<file path="config.mk">
export PLATFORM = sky130hd
export DESIGN_NAME = angle_uart_reporter_flat
export DESIGN_NICKNAME = d
export VERILOG_FILES = /design/src/rtl/angle_uart_reporter_if.sv /design/src/rtl/angle_uart_reporter.sv /design/src/flat_wrapper.sv
export SDC_FILE = /design/constraint.sdc
export NUM_CORES = 1
export LEC_CHECK = 0
export CORE_ASPECT_RATIO = 0.8
export CORE_UTILIZATION = 35
export CTS_BUF_LIST = sky130_fd_sc_hd__clkbuf_16
export CTS_CLUSTER_DIAMETER = 40
export DETAILED_ROUTE_END_ITERATION = 7
export HOLD_SLACK_MARGIN = 0.1
export PLACE_DENSITY = 0.56
export SYNTH_ARGS = -nofsm -noshare
export SYNTH_HDL_FRONTEND = slang
export SYNTH_SLANG_ARGS = --single-unit
export TNS_END_PERCENT = 50
</file>
<file path="constraint.sdc">
create_clock -name clk_in -period 8 [get_ports clk_in]
set_clock_uncertainty 0.05 [all_clocks]
set_input_delay 0.8 -clock clk_in [delete_from_list [all_inputs] [get_ports clk_in]]
set_output_delay 0.8 -clock clk_in [all_outputs]
set_load 0.005 [all_outputs]
</file>
<file path="src/rtl/angle_uart_reporter_if.sv">
// Byte stream from the angle reporter to the debug UART transmitter.
// A transfer occurs on a cycle where byte_valid_out and byte_ready_in are both high.
interface angle_uart_reporter_if;
  logic [7:0] byte_out;
  logic       byte_valid_out;
  logic       byte_ready_in;

  modport master (
    output byte_out,
    output byte_valid_out,
    input  byte_ready_in
  );

  modport slave (
    input  byte_out,
    input  byte_valid_out,
    output byte_ready_in
  );
endinterface

</file>
<file path="src/rtl/angle_uart_reporter.sv">
// Formats a steering angle as an ASCII line ("A:127\r\n") for the debug UART.
// Leading zeros are suppressed, angles above 180 print "---", newest pending angle wins.
module angle_uart_reporter #(
  parameter bit          PREFIX_EN  = 1'b1,
  parameter bit          CRLF_EN    = 1'b1,
  parameter int unsigned GAP_CYCLES = 0
) (
  input  logic                         clk_in,
  input  logic                         rst_n_in,
  input  logic [7:0]                   angle_in,
  input  logic                         angle_valid_in,
  angle_uart_reporter_if.master        tx,
  output logic                         busy_out,
  output logic                         overwrite_out
);

  localparam logic [3:0] S_IDLE = 4'd0;
  localparam logic [3:0] S_LOAD = 4'd1;
  localparam logic [3:0] S_PA   = 4'd2;
  localparam logic [3:0] S_PC   = 4'd3;
  localparam logic [3:0] S_HUND = 4'd4;
  localparam logic [3:0] S_TENS = 4'd5;
  localparam logic [3:0] S_ONES = 4'd6;
  localparam logic [3:0] S_CR   = 4'd7;
  localparam logic [3:0] S_LF   = 4'd8;
  localparam logic [3:0] S_GAP  = 4'd9;

  logic [3:0]  state;
  logic [7:0]  angle_q;
  logic [3:0]  hund_q;
  logic [3:0]  tens_q;
  logic [3:0]  ones_q;
  logic        oor_q;
  logic [7:0]  pend_q;
  logic        pend_full;
  logic        ovw_q;
  logic [15:0] gap_q;

  logic [7:0]  rem_h;
  logic [7:0]  rem_t;
  logic [3:0]  hund_c;
  logic [3:0]  tens_c;
  logic [3:0]  ones_c;
  logic        oor_c;

  logic        xfer;
  logic        vld;
  logic [7:0]  chr;

  // Binary to BCD by comparison; the range is small enough for a flat search.
  always_comb begin
    hund_c = 4'd0;
    rem_h  = angle_q;
    if (angle_q >= 8'd200) begin
      hund_c = 4'd2;
      rem_h  = angle_q - 8'd200;
    end else if (angle_q >= 8'd100) begin
      hund_c = 4'd1;
      rem_h  = angle_q - 8'd100;
    end
    tens_c = 4'd0;
    for (int i = 1; i < 10; i++) begin
      if (rem_h >= 8'(10 * i)) tens_c = 4'(i);
    end
    rem_t  = rem_h - ({4'd0, tens_c} << 3)
                   - ({4'd0, tens_c} << 1);
    ones_c = rem_t[3:0];
    oor_c  = angle_q > 8'd180;
  end

  function automatic logic [3:0] first_digit(
    input logic       oor,
    input logic [3:0] h,
    input logic [3:0] t
  );
    if (oor || h != 4'd0) return S_HUND;
    else if (t != 4'd0) return S_TENS;
    else return S_ONES;
  endfunction

  assign xfer = vld && tx.byte_ready_in;

  always_ff @(posedge clk_in) begin
    if (!rst_n_in) begin
      state     <= S_IDLE;
      angle_q   <= 8'd0;
      hund_q    <= 4'd0;
      tens_q    <= 4'd0;
      ones_q    <= 4'd0;
      oor_q     <= 1'b0;
      pend_q    <= 8'd0;
      pend_full <= 1'b0;
      ovw_q     <= 1'b0;
      gap_q     <= 16'd0;
    end else begin
      ovw_q <= 1'b0;
      if (angle_valid_in && state != S_IDLE) begin
        pend_q    <= angle_in;
        pend_full <= 1'b1;
        ovw_q     <= pend_full;
      end
      case (state)
        S_IDLE: begin
          if (angle_valid_in) begin
            angle_q   <= angle_in;
            pend_full <= 1'b0;
            state     <= S_LOAD;
          end else if (pend_full) begin
            angle_q   <= pend_q;
            pend_full <= 1'b0;
            state     <= S_LOAD;
          end
        end
        S_LOAD: begin
          hund_q <= hund_c;
          tens_q <= tens_c;
          ones_q <= ones_c;
          oor_q  <= oor_c;
          state  <= PREFIX_EN ? S_PA
                              : first_digit(oor_c, hund_c, tens_c);
        end
        S_PA:   if (xfer) state <= S_PC;
        S_PC:   if (xfer) state <= first_digit(oor_q, hund_q, tens_q);
        S_HUND: if (xfer) state <= S_TENS;
        S_TENS: if (xfer) state <= S_ONES;
        S_ONES: if (xfer) state <= CRLF_EN ? S_CR : S_LF;
        S_CR:   if (xfer) state <= S_LF;
        S_LF: begin
          if (xfer) begin
            if (GAP_CYCLES != 0) begin
              state <= S_GAP;
              gap_q <= 16'(GAP_CYCLES);
            end else begin
              state <= S_IDLE;
            end
          end
        end
        S_GAP: begin
          gap_q <= gap_q - 16'd1;
          if (gap_q <= 16'd1) state <= S_IDLE;
        end
        default: state <= S_IDLE;
      endcase
    end
  end

  // Character is a pure function of state and the registered digits,
  // so it cannot change while a transfer is stalled.
  always_comb begin
    vld = 1'b0;
    chr = 8'h00;
    case (state)
      S_PA: begin
        vld = 1'b1;
        chr = 8'h41;
      end
      S_PC: begin
        vld = 1'b1;
        chr = 8'h3a;
      end
      S_HUND: begin
        vld = 1'b1;
        chr = oor_q ? 8'h2d : {4'h3, hund_q};
      end
      S_TENS: begin
        vld = 1'b1;
        chr = oor_q ? 8'h2d : {4'h3, tens_q};
      end
      S_ONES: begin
        vld = 1'b1;
        chr = oor_q ? 8'h2d : {4'h3, ones_q};
      end
      S_CR: begin
        vld = 1'b1;
        chr = 8'h0d;
      end
      S_LF: begin
        vld = 1'b1;
        chr = 8'h0a;
      end
      default: begin
        vld = 1'b0;
        chr = 8'h00;
      end
    endcase
  end

  assign tx.byte_out       = chr;
  assign tx.byte_valid_out = vld;
  assign busy_out          = state != S_IDLE;
  assign overwrite_out     = ovw_q;

endmodule
</file>
<file path="src/flat_wrapper.sv">
// flat-port wrapper written by rule: the top's interface ports become plain ports
module angle_uart_reporter_flat 
#(
  parameter bit          PREFIX_EN  = 1'b1,
  parameter bit          CRLF_EN    = 1'b1,
  parameter int unsigned GAP_CYCLES = 0
)
  (clk_in, rst_n_in, angle_in, angle_valid_in, busy_out, overwrite_out, tx_byte_out, tx_byte_valid_out, tx_byte_ready_in);
  angle_uart_reporter_if tx_i ();
  input  logic clk_in;
  input  logic rst_n_in;
  input  logic [7:0] angle_in;
  input  logic angle_valid_in;
  output logic busy_out;
  output logic overwrite_out;
  output wire logic [$bits(tx_i.byte_out)-1:0] tx_byte_out;
  output wire logic [$bits(tx_i.byte_valid_out)-1:0] tx_byte_valid_out;
  input wire logic [$bits(tx_i.byte_ready_in)-1:0] tx_byte_ready_in;
  assign tx_byte_out = tx_i.byte_out;
  assign tx_byte_valid_out = tx_i.byte_valid_out;
  assign tx_i.byte_ready_in = tx_byte_ready_in;
  angle_uart_reporter #(.PREFIX_EN(PREFIX_EN), .CRLF_EN(CRLF_EN), .GAP_CYCLES(GAP_CYCLES)) u_core (.clk_in(clk_in), .rst_n_in(rst_n_in), .angle_in(angle_in), .angle_valid_in(angle_valid_in), .tx(tx_i), .busy_out(busy_out), .overwrite_out(overwrite_out));
endmodule
</file>
# == Yosys cells after proc, flatten, opt, wreduce, memory -nomap -nowiden ==
# Cells that the tools add are included.
# Widths: inputs -> output; s select.
# totals
regBits,51
input_bits,12
# classes
n_addsub,5
magnitude_cmp,13
eq_ne,18
muxes,37
n_reduce_logical,12
# op_table
op,count
$pmux 8 s7,1
$mux 4,13
$pmux 4 s10,1
$ge 8x7->1 const B,4
$mux 8,4
$ge 8x6->1 const B,3
$eq 4x3->1 const B,4
$ge 8x5->1 const B,2
$le 16x1->1 const B,1
$ne 2x1->1 const B,8
$sub 16x1->16 const B,1
$mux 5,3
$mux 3,4
$reduce_bool 4->1,3
$reduce_and 9->1,1
$eq 4x2->1 const B,2
$eq 4x4->1 const B,2
$ge 8x4->1 const B,1
$ge 8x8->1 const B,1
$gt 8x8->1 const B,1
$mux 2,4
$sub 4x4->4,2
$sub 8x7->8 const B,1
$sub 8x8->8 const B,1
9 further kinds,17

# == Logic depth before layout (Yosys ltp) ==
# logic_depth
ltp_word,15
mapped_depth,15
depth_no_buf,15

# == Worst setup path after synthesis ==
# Ideal clock, no wire load.
# synth_path
path_type,register -> register
start,register u_core.angle_q[2]
end,register u_core.ones_q[3]
setup_time_ns,0.074
arrival_time_ns,3.303
t_required_ns,7.876
slack_ns,4.573
path_stages_with_launch,15
path_buffers,0
cell_sequence,dfxtp_1 -> inv_1 -> ha_1 -> a2111oi_4 -> or2_1 -> o221a_2 -> xor2_1 -> maj3_1 -> o221ai_1 -> and2_1 -> ha_1 -> xnor2_1 -> nand4_1 -> a32o_1 -> a31oi_1
# synth_rtl
element,line,rtl
start: declaration,angle_uart_reporter.sv:29,logic [7:0] angle_q;
start signal: assignment,angle_uart_reporter.sv:105,angle_q <= angle_in;
start signal: assignment,angle_uart_reporter.sv:109,angle_q <= pend_q;
$sub 8x7->8 / $ge 8x7->1 (equally long branches),"angle_uart_reporter.sv:59, angle_uart_reporter.sv:57",
$mux 8,angle_uart_reporter.sv:57,end else if (angle_q >= 8'd100) begin
$mux 8 (*),angle_uart_reporter.sv:54,if (angle_q >= 8'd200) begin
$ge 8x5->1,angle_uart_reporter.sv:63,if (rem_h >= 8'(10 * i)) tens_c = 4'(i);
$mux 2 (2 in series),angle_uart_reporter.sv:63,
$mux 3 (4 in series),angle_uart_reporter.sv:63,
$mux 4,angle_uart_reporter.sv:63,
$mux 4 (*),angle_uart_reporter.sv:63,
net u_core.tens_c[1],angle_uart_reporter.sv:42,logic [3:0] tens_c;
$sub 4x4->4 (*),angle_uart_reporter.sv:66,"- ({4'd0, tens_c} << 1);"
end signal: assignment,angle_uart_reporter.sv:117,ones_q <= ones_c;
end: declaration,angle_uart_reporter.sv:32,logic [3:0] ones_q;
# Mark *: on every way through the listed nets, which the timed path passes. The rest lies on a longest branch.
# A chain may end at the register's enable or synchronous reset.

# == Worst setup path after layout ==
# Ends and elaborated chain as after synthesis.

==> metrics.txt <==
post_cts resized=0; commonest non-fill, non-tap cells in the layout=nand2_1 (50), dfxtp_1 (49), nor2_1 (27); TritonRoute pass-1 iters=4; CTS clk-pin slew, worst paths=0.07 ns; global-route wire length before repair=11.8 mm; n_diodes=0; setup_tns=0 ns; Critical Path End=u_core.ones_q[3]$_SDFFE_PN0P_; # setup viols final=0; Area contributors post-synth=dfxtp_1 (32%), nand2_1 (6.2%), ha_1 (4.9%), a21boi_0 (4.5%), mux2i_1 (4.3%); Finished Cell Area=3480 um^2; FFs w/ async S/R, synth=0%; Chip Height=85.3 um; Cells after Synth=367; pwr/cell area=352 nW/um^2; maximum clock insertion buffer count=2; Core ar.=8160 um^2; Slew Viols, Final=0; Rows=29; RSZ-0062 raised after global routing=false; Tcrit/Tclk final=49.0%; Max VDD drop=0.180 mV; Hold Violations, Final=0; Total Routed Length=6.84 mm; drt drc=0; 1st-iter DRT viols=214; Tot GR Track Use=16.1%; reg2reg end=u_core.ones_q[3]$_SDFFE_PN0P_; DR WL/cell=14.1 um; ANT nets after route=0; Max FO, Critical Path=7; crit path kind=reg -> reg; status=finished, final reports clean; Post-CTS Setup Bufs=0; most common cell after layout, fill and taps aside=nand2_1; dpl hpwl=4.90 mm; ys flop type=dfxtp_1; crit start category=flop; initial antenna violation count=0; H-Tree Depth=2; CTS sink count=49; Synthesized Nets=391; Worst Setup SP=u_core.angle_q[2]$_SDFFE_PN0P_; worst-skew pair later-pin latency=0.29 ns; CTS hold repair buffers=0; IO Pins=23; number of synthesized flops with an enable pin=0; share of post-route cells with drive strength above 1=5.57%; Seq/Total Area, Yosys=32.3%; Post-DP Area=3310 um^2; Mapped Area=3030 um^2; Post-layout nets=400; reg2reg setup slack=4.08 ns; Worst Path Arrival=4.08 ns; # Max-Cap Violations=0; Slew @ Worst Pin=0.942 ns; Cell variety after synth=62; Area growth syn-to-layout=14.6%; total gr overflow=0; worst hold path class=reg -> reg; WHS=0.418 ns; Synth warnings=0; cts bufs inserted=5; crit end category=flop; CP Data Required Time=8.17 ns; fmax=0.255 GHz; max incr delay on CP=0.54 ns; Worst R2R Start=u_core.angle_q[2]$_SDFFE_PN0P_; top cell type's share of synthesized area=32.3%; crit path cell chain=inv_1 > ha_1 > a2111oi_4 > nor2_1 > a211oi_2 > nor2_1 > maj3_1 > o221ai_1 > and2_1 > ha_1 > xnor2_1 > nand4_1 > a32o_1 > a31oi_1; Yosys reg bits=49; Tmin final=3.92 ns; die area=9050 um^2; relative slew slack=37.0%; CTS tree=built; Pleak=1.43 nW; Initial Utilization=37.2%; via count=2653; Die W=106 um; Vias/cell=5.47; largest net degree at the start of global routing=51; vias in the first global route=2454; I/O Buffers=21; worst reg2reg path depth=14; gp weighted congestion=0.870; syn avg cell area=8.27 um^2; leading area contributor after synthesis=dfxtp_1; Root Driver=clkbuf_16; slowest stage cell, crit path=a2111oi_4
-- power breakdown --
| part | internal (mW) | leakage (nW) | total (mW) | switching (mW) |
|---|---|---|---|---|
| Combinational | 0.280 | 0.949 | 0.617 | 0.338 |
| Clock | 0.148 | 0.0842 | 0.241 | 0.0927 |
| Sequential | 0.291 | 0.399 | 0.367 | 0.0767 |
-- metrics by stage --
step	worst slack [ns]	utilization, %	power (mW)	std cells
2_1_floorplan	4.57	-	0.828	367
3_3_place_gp	4.27	40.5	0.977	477
3_5_place_dp	4.14	40.5	0.986	477
4_1_cts	4.12	42.6	1.23	485
5_1_grt	3.76	42.6	1.33	485
6_report	4.08	42.6	1.23	485
-- logic make-up (layout without fill, tap and decap cells) --
family                   after synthesis  count (layout)  share of synthesized area (%)
other                                  1               1                          0.124
buffers and inverters                 33              43                           4.29
AO/OA/AOI/OAI                         92              92                           24.1
AND/OR/NAND/NOR                      149             149                           24.7
multiplexers                          13              13                           4.29
adder cells (fa/ha/maj)               13              13                           5.28
flip-flops                            49              49                           32.3
XOR/XNOR                              17              17                           4.91
-- final cells by class --
cell class / count / area (um^2)
clock buffer: 5 / 125
clock inverter: 3 / 43.8
fill: 848 / 4690
inverter: 12 / 45.0
multi-input combinational: 285 / 1920
sequential: 49 / 981
tap: 108 / 135
timing repair buffer: 23 / 225
-- how the worst min path moves through the flow --
stage	from	to	slack, ns	depth (start not counted)
global route	u_core.pend_q[7]$_SDFFE_PN0P_	u_core.pend_q[7]$_SDFFE_PN0P_	0.44	2
CTS	u_core.pend_q[4]$_SDFFE_PN0P_	u_core.pend_q[4]$_SDFFE_PN0P_	0.42	2
finish	u_core.pend_q[4]$_SDFFE_PN0P_	u_core.pend_q[4]$_SDFFE_PN0P_	0.42	2
global placement	u_core.pend_q[4]$_SDFFE_PN0P_	u_core.pend_q[4]$_SDFFE_PN0P_	0.40	2
floorplan	u_core.ones_q[2]$_SDFFE_PN0P_	u_core.ones_q[2]$_SDFFE_PN0P_	0.39	2
detailed placement	u_core.pend_q[4]$_SDFFE_PN0P_	u_core.pend_q[4]$_SDFFE_PN0P_	0.41	2
-- layer usage --
layer	track usage, %	share of wire, %
met4	4.04	0.56
met2	23.7	41
met1	23.9	53
met3	3.15	5.2
met5	0	0
-- worst max-delay path, delay by kind of cell (launching register included) --
| family | cells | cell delay, ns |
|---|---|---|
| and+or+nand+nor | 4 | 0.62 |
| AOI/OAI and AO/OA | 5 | 1.67 |
| buffers and inverters | 1 | 0.13 |
| adders and majority gates | 3 | 0.77 |
| DFF | 1 | 0.45 |
| xor gates and xnor gates | 1 | 0.17 |
-- registers in the layout, indices dropped and copies added (netlist names) --
register and count:
u_core.gap_q 16, u_core.angle_q 8, u_core.pend_q 8, u_core.ones_q 4, u_core.state 4, u_core.tens_q 4
u_core.hund_q 2, u_core.oor_q 1, u_core.overwrite_out 1, u_core.pend_full 1
-- cell usage after synthesis (11+ instances only) --
cell / count
nand2_1: 50
dfxtp_1: 49
nor2_1: 27
a21boi_0: 18
clkbuf_1: 16
and2_1: 15
mux2i_1: 13
a21oi_1: 12
ha_1: 12
inv_1: 12
o21ai_0: 12
o211a_1: 11
xnor2_1: 11
No activity file was read; power rests on OpenSTA's default activity.
